`src/rtl/rotate_sequencer.sv`:
```
// rotate_sequencer: drives the 2-bit select of the 3-position word rotator.
// A prescaler sets the automatic step rate in RUN. Push inputs go through
// synchronizers and edge detectors that toggle RUN/PAUSE and single-step in PAUSE.
// The select walks 0,1,2 forward or backward and never shows the value 3.

// One push-input lane: a 2-flop synchronizer, an edge flop, and a registered
// rising-edge pulse. The pulse is registered once more so it lines up with
// the select/state update three edges after the input is first sampled.
module rotate_sequencer_edge (
    input  logic clk,
    input  logic rst,
    input  logic din,
    output logic pulse
);
    logic [2:0] pipe;
    logic       pls_q;

    // synchronizer chain plus edge-history flop
    always_ff @(posedge clk or posedge rst) begin
        if (rst) pipe <= '0;
        else     pipe <= {pipe[1:0], din};
    end

    // one-cycle pulse on a synchronized 0->1 transition
    always_ff @(posedge clk or posedge rst) begin
        if (rst) pls_q <= 1'b0;
        else     pls_q <= pipe[1] & ~pipe[2];
    end

    assign pulse = pls_q;
endmodule

module rotate_sequencer #(
    parameter int TICKS = 50_000_000
) (
    input  logic       CLOCK_50,
    input  logic       reset,
    input  logic       go,
    input  logic       step,
    input  logic       dir,
    output logic [1:0] sel,
    output logic       tick,
    output logic       running
);
    localparam int NUM_LANES = 2;
    localparam int CW        = (TICKS > 2) ? $clog2(TICKS) : 1;
    localparam logic [CW-1:0] LAST = CW'(TICKS - 1);

    typedef enum logic {PAUSE = 1'b0, RUN = 1'b1} state_t;

    state_t                 state, state_nxt;
    logic [NUM_LANES-1:0]   raw, pls;
    logic                   go_p, step_p;
    logic [1:0]             dir_pipe;
    logic                   dir_s;
    logic [CW-1:0]          cnt;
    logic                   wrap, adv;
    logic [1:0]             sel_nxt;

    // lane 0 = go, lane 1 = step
    assign raw    = {step, go};
    assign go_p   = pls[0];
    assign step_p = pls[1];

    rotate_sequencer_edge u_edge [NUM_LANES-1:0] (
        .clk   (CLOCK_50),
        .rst   (reset),
        .din   (raw),
        .pulse (pls)
    );

    // dir only needs a level; it is consulted at the next advance
    always_ff @(posedge CLOCK_50 or posedge reset) begin
        if (reset) dir_pipe <= '0;
        else       dir_pipe <= {dir_pipe[0], dir};
    end
    assign dir_s = dir_pipe[1];

    // state register
    always_ff @(posedge CLOCK_50 or posedge reset) begin
        if (reset) state <= PAUSE;
        else       state <= state_nxt;
    end

    // next state: each go pulse toggles between RUN and PAUSE
    always_comb begin
        state_nxt = state;
        case (state)
            PAUSE:   if (go_p) state_nxt = RUN;
            RUN:     if (go_p) state_nxt = PAUSE;
            default: state_nxt = PAUSE;
        endcase
    end

    // outputs of the FSM: run flag and the advance strobe
    always_comb begin
        running = (state == RUN);
        wrap    = running && (cnt == LAST);
        // go takes priority over a step that lands in the same cycle
        adv     = wrap || (!running && step_p && !go_p);
    end

    // prescaler: cleared on RUN entry, free-running in RUN, ignored in PAUSE
    always_ff @(posedge CLOCK_50 or posedge reset) begin
        if (reset)                      cnt <= '0;
        else if (state == PAUSE && go_p) cnt <= '0;
        else if (state == RUN)          cnt <= wrap ? '0 : cnt + CW'(1);
    end

    // modulo-3 successor/predecessor, wrapping directly so 3 never appears
    always_comb begin
        sel_nxt = sel;
        if (!dir_s) sel_nxt = (sel == 2'd2) ? 2'd0 : sel + 2'd1;
        else        sel_nxt = (sel == 2'd0) ? 2'd2 : sel - 2'd1;
    end

    // select register: only moves on an advance
    always_ff @(posedge CLOCK_50 or posedge reset) begin
        if (reset)    sel <= 2'd0;
        else if (adv) sel <= sel_nxt;
    end

    // tick marks the first cycle the new select is visible
    always_ff @(posedge CLOCK_50 or posedge reset) begin
        if (reset) tick <= 1'b0;
        else       tick <= adv;
    end
endmodule

```
`config.mk`:
```
export PLATFORM = sky130hd
export DESIGN_NAME = rotate_sequencer
export DESIGN_NICKNAME = d
export VERILOG_FILES = /design/src/rtl/rotate_sequencer.sv
export SDC_FILE = /design/constraint.sdc
export NUM_CORES = 1
export LEC_CHECK = 0
export CAP_MARGIN = 25
export CORE_ASPECT_RATIO = 0.9
export CORE_MARGIN = 2
export CORE_UTILIZATION = 64
export CTS_BUF_LIST = sky130_fd_sc_hd__clkbuf_16
export DETAILED_ROUTE_END_ITERATION = 8
export PLACE_DENSITY = 0.89
export SETUP_SLACK_MARGIN = 0.2
export SLEW_MARGIN = 20
export SYNTH_ARGS = -nofsm -noshare
export SYNTH_HDL_FRONTEND = slang
export SYNTH_SLANG_ARGS = --single-unit
```
`constraint.sdc`:
```
create_clock -name CLOCK_50 -period 3.6 [get_ports CLOCK_50]
set_input_delay 0.54 -clock CLOCK_50 [delete_from_list [all_inputs] [get_ports CLOCK_50]]
set_output_delay 0.54 -clock CLOCK_50 [all_outputs]
set_load 0.01 [all_outputs]
```
==> impl_metrics.xml <==
<?xml version="1.0" encoding="UTF-8"?>
<metrics>
  <group name="run_status">
    <metric name="run_status" unit="">complete, no violations</metric>
  </group>
  <group name="job">
    <metric name="cap_violations" unit="">0</metric>
  </group>
  <group name="sta">
    <metric name="final.setup.tns" unit="ps">0</metric>
    <metric name="max-slew-margin-rel" unit="%">32.6</metric>
    <metric name="final_min_period_over_clock_period" unit="%">71.6</metric>
    <metric name="hold_viol" unit="">0</metric>
    <metric name="worst_clock_skew" unit="ps">2.67</metric>
    <metric name="final.min_clock_period" unit="ps">2580</metric>
    <metric name="clock.fmax" unit="GHz">0.388</metric>
    <metric name="slew_violations" unit="">0</metric>
    <metric name="unrepaired_setup_endpoints_after_global_routing" unit="">no</metric>
    <metric name="max_slew.worst_pin.slew" unit="ps">1010</metric>
    <metric name="setup-violations-final" unit="">0</metric>
    <metric name="final_critical_path_setup_slack" unit="ps">1020</metric>
  </group>
  <group name="setup_path">
    <metric name="critPathLaunchType" unit="">register</metric>
    <metric name="sort_of_element_at_the_end_of_the_critical_path" unit="">register</metric>
    <metric name="slowest_delay" unit="ps">560</metric>
    <metric name="timing.critical_path.required" unit="ps">3770</metric>
    <metric name="critical_path.cell_chain" unit="">or4_1 &gt; nor4_2 &gt; a21oi_1 &gt; buf_4 &gt; a21o_1 &gt; a22o_1</metric>
    <metric name="wp_buf_inv" unit="">1</metric>
    <metric name="critical_path_class" unit="">reg -&gt; reg</metric>
    <metric name="cp.arrival" unit="ps">2750</metric>
    <metric name="crit_fanout" unit="">13</metric>
    <metric name="rr_endpoint" unit="">cnt[3]$_DFFE_PP0P_</metric>
    <metric name="critPathSlowestCell" unit="">sky130_fd_sc_hd__or4_1</metric>
    <metric name="reg2reg_from" unit="">cnt[8]$_DFFE_PP0P_</metric>
    <metric name="critPathTopFamily" unit="">simple AND/OR/NAND/NOR gates</metric>
    <metric name="worst-r2r-setup-slack" unit="ps">1020</metric>
    <metric name="r2r.worst_path.cells" unit="">6</metric>
  </group>
  <group name="clocking">
    <metric name="post_cts.resized_instances" unit="">0</metric>
    <metric name="ctsHoldBuffers" unit="">0</metric>
    <metric name="htreeDepth" unit="">2</metric>
    <metric name="tritoncts_clock_tree" unit="">done</metric>
    <metric name="clockRootBuffer" unit="">sky130_fd_sc_hd__clkbuf_16</metric>
    <metric name="cts_post_setup_buffers_inserted" unit="">0</metric>
    <metric name="cts.clk_slew.worst_paths" unit="ps">50</metric>
    <metric name="cts-buffers-inserted" unit="">5</metric>
    <metric name="worst_skew_pair.late_latency" unit="ps">280</metric>
    <metric name="clock_path_buffers" unit="">2</metric>
    <metric name="clock_sink_count" unit="">40</metric>
  </group>
  <group name="synth">
    <metric name="synth-seq-cells" unit="">40</metric>
    <metric name="yosys_most_used_dff" unit="">sky130_fd_sc_hd__dfrtp_1</metric>
    <metric name="synthesis.instances" unit="">212</metric>
    <metric name="syn_area_per_cell" unit="um2">9.66</metric>
    <metric name="post-synth-top-area-fraction" unit="%">48.9</metric>
    <metric name="asr_flop_ratio_synth" unit="%">100</metric>
    <metric name="synth.yosys.warnings" unit="">0</metric>
    <metric name="synth.largest_area_cell" unit="">sky130_fd_sc_hd__dfrtp_1</metric>
    <metric name="netlist-cell-type-count" unit="">37</metric>
    <metric name="syn-num-nets" unit="">224</metric>
    <metric name="synth.yosys.seq_area_share" unit="%">48.9</metric>
    <metric name="synth-edff-count" unit="">0</metric>
    <metric name="post_synth_main_area_contributors" unit="">sky130_fd_sc_hd__dfrtp_1 (49%), sky130_fd_sc_hd__nand2_1 (4.8%), sky130_fd_sc_hd__nand3_1 (4.6%), sky130_fd_sc_hd__ha_1 (4.3%), sky130_fd_sc_hd__a31oi_1 (4.0%)</metric>
    <metric name="synth_area" unit="mm2">0.00205</metric>
  </group>
  <group name="floorplan">
    <metric name="num_rows" unit="">19</metric>
    <metric name="io_pins" unit="">9</metric>
    <metric name="die_w" unit="um">63.6</metric>
    <metric name="die_height" unit="um">57.7</metric>
    <metric name="design.die.area" unit="mm2">0.00367</metric>
    <metric name="area_of_the_core" unit="mm2">0.00304</metric>
    <metric name="floorplan.initialDensity" unit="%">67.3</metric>
  </group>
  <group name="detailed_routing">
    <metric name="drt_pass1_iterations" unit="">5</metric>
    <metric name="via_per_inst" unit="">6.65</metric>
    <metric name="ant_nets" unit="">0</metric>
    <metric name="drt-initial-drc-count" unit="">212</metric>
    <metric name="final_wirelength" unit="um">4690</metric>
    <metric name="drc" unit="">0</metric>
    <metric name="routed-via-count" unit="">1756</metric>
    <metric name="wire_per_inst" unit="um">17.8</metric>
  </group>
  <group name="global_routing">
    <metric name="grt_pass1_vias" unit="">1686</metric>
    <metric name="global_route_wire_length_before_repair" unit="um">7890</metric>
    <metric name="sum_of_overflow_across_all_layers_after_global_routing" unit="">0</metric>
    <metric name="grt_max_degree" unit="">24</metric>
    <metric name="grtUsageTotal" unit="%">28.1</metric>
    <metric name="grt_antenna_before_repair" unit="">0</metric>
  </group>
  <group name="finish">
    <metric name="antennaDiodeCount" unit="">0</metric>
    <metric name="final_layout_size_suffix_gt1_share" unit="%">7.66</metric>
    <metric name="most_frequent_cells_in_the_layout" unit="">sky130_fd_sc_hd__dfrtp_1 (40), sky130_fd_sc_hd__nand2_1 (26), sky130_fd_sc_hd__nand3_1 (19), sky130_fd_sc_hd__nor2_1 (19), sky130_fd_sc_hd__a31oi_1 (13)</metric>
    <metric name="n_fill_cell" unit="">217</metric>
    <metric name="mostFrequentLayoutCell" unit="">sky130_fd_sc_hd__dfrtp_1</metric>
    <metric name="multi_input_area" unit="um2">980</metric>
    <metric name="flow.area_growth_from_synthesis" unit="%">12.5</metric>
    <metric name="layout.area.seq" unit="mm2">0.00100</metric>
    <metric name="finalNetCount" unit="">234</metric>
    <metric name="design_area" unit="mm2">0.00230</metric>
  </group>
  <group name="pwr">
    <metric name="leakage_power_total" unit="nW">1.05</metric>
    <metric name="worst_ir_drop_vdd" unit="V">0.000480</metric>
    <metric name="power_density" unit="mW/mm2">563</metric>
  </group>
  <group name="placed_design">
    <metric name="port_buffers" unit="">8</metric>
    <metric name="preCtsSetupSlack" unit="ps">1130</metric>
    <metric name="placed_area" unit="mm2">0.00217</metric>
    <metric name="dp_hpwl" unit="um">3180</metric>
    <metric name="gpl.final_weighted_congestion" unit="">0.939</metric>
  </group>
  <group name="worst_hold_path">
    <metric name="worstHoldPathType" unit="">reg -&gt; reg</metric>
    <metric name="hold_path_startpoint" unit="">dir_pipe[0]$_DFF_PP0_</metric>
    <metric name="timing.hold.worst_path_depth" unit="">0</metric>
    <metric name="min_to" unit="">dir_pipe[1]$_DFF_PP0_</metric>
  </group>
</metrics>
==> sequential cells by signal (all words and copies together), names as in the netlist <==
register,cells
sel,2
tick,1
cnt,26
running,1
u_edge.pulse,2
u_edge.pipe,6
dir_pipe,2
==> cell usage after synthesis, types with 5 or more instances <==
cell and n:
sky130_fd_sc_hd__nand4_1 7, sky130_fd_sc_hd__a21oi_1 5, sky130_fd_sc_hd__o21ai_0 7, sky130_fd_sc_hd__nor2_1 19, sky130_fd_sc_hd__nand2_1 26, sky130_fd_sc_hd__a21o_1 7, sky130_fd_sc_hd__inv_1 8, sky130_fd_sc_hd__ha_1 7
sky130_fd_sc_hd__a31oi_1 13, sky130_fd_sc_hd__nand3_1 19, sky130_fd_sc_hd__dfrtp_1 40, sky130_fd_sc_hd__a41oi_1 5, sky130_fd_sc_hd__a22o_1 6, sky130_fd_sc_hd__clkbuf_1 5
==> final cells by class <==
cell class	count	share of cell area [%]
inverter	9	1.47
clock inverter	2	0.380
tap	42	2.28
timing repair buffer	11	4.45
clock buffer	5	5.43
multi-input combinational	155	42.5
sequential	40	43.5
==> metal layers <==
layer  wire (um)  global-route usage, %
met3         374                   7.77
met4         121                   14.0
met1        1910                   36.3
met5           0                      0
met2        2290                   44.5
==> stage by stage <==
| step | power [mW] | std cells | utilization (%) | hold slack (ps) |
|---|---|---|---|---|
| floorplan | 0.759 | 212 | - | 331 |
| global placement | 0.859 | 257 | 71.3 | 332 |
| detailed placement | 0.884 | 257 | 71.3 | 345 |
| CTS | 1.30 | 264 | 75.7 | 356 |
| global route | 1.36 | 264 | 75.7 | 359 |
| finish | 1.30 | 264 | 75.7 | 356 |
==> power breakdown <==
group	total [mW]	internal, mW	switching, mW
registers	0.565	0.499	0.0659
logic	0.321	0.125	0.196
clock network	0.411	0.248	0.162
total	1.30	0.873	0.424
==> logic make-up (layout without fill, tap and decap cells) <==
group           Yosys count  after routing  synth area share (%)
compound gates           47             47                  15.9
buf+inv                  17             27                  3.30
fa+ha+maj                 7              7                  4.28
simple gates             95             95                  25.0
flops                    40             40                  48.9
mux                       2              2                 0.977
xor+xnor                  4              4                  1.71
==> worst max-delay path by stage <==
stage                        from             endpoint  slack [ps]  cells past startpoint
6_report       cnt[8]$_DFFE_PP0P_   cnt[3]$_DFFE_PP0P_        1020                      6
5_1_grt        cnt[8]$_DFFE_PP0P_   cnt[3]$_DFFE_PP0P_         870                      6
4_1_cts        cnt[8]$_DFFE_PP0P_   cnt[3]$_DFFE_PP0P_        1050                      6
3_5_place_dp   cnt[8]$_DFFE_PP0P_   cnt[3]$_DFFE_PP0P_        1130                      6
3_3_place_gp   cnt[8]$_DFFE_PP0P_  cnt[10]$_DFFE_PP0P_        1250                      6
2_1_floorplan  cnt[7]$_DFFE_PP0P_   cnt[3]$_DFFE_PP0P_        1520                      7
No activity file was read; power rests on OpenSTA's default activity.
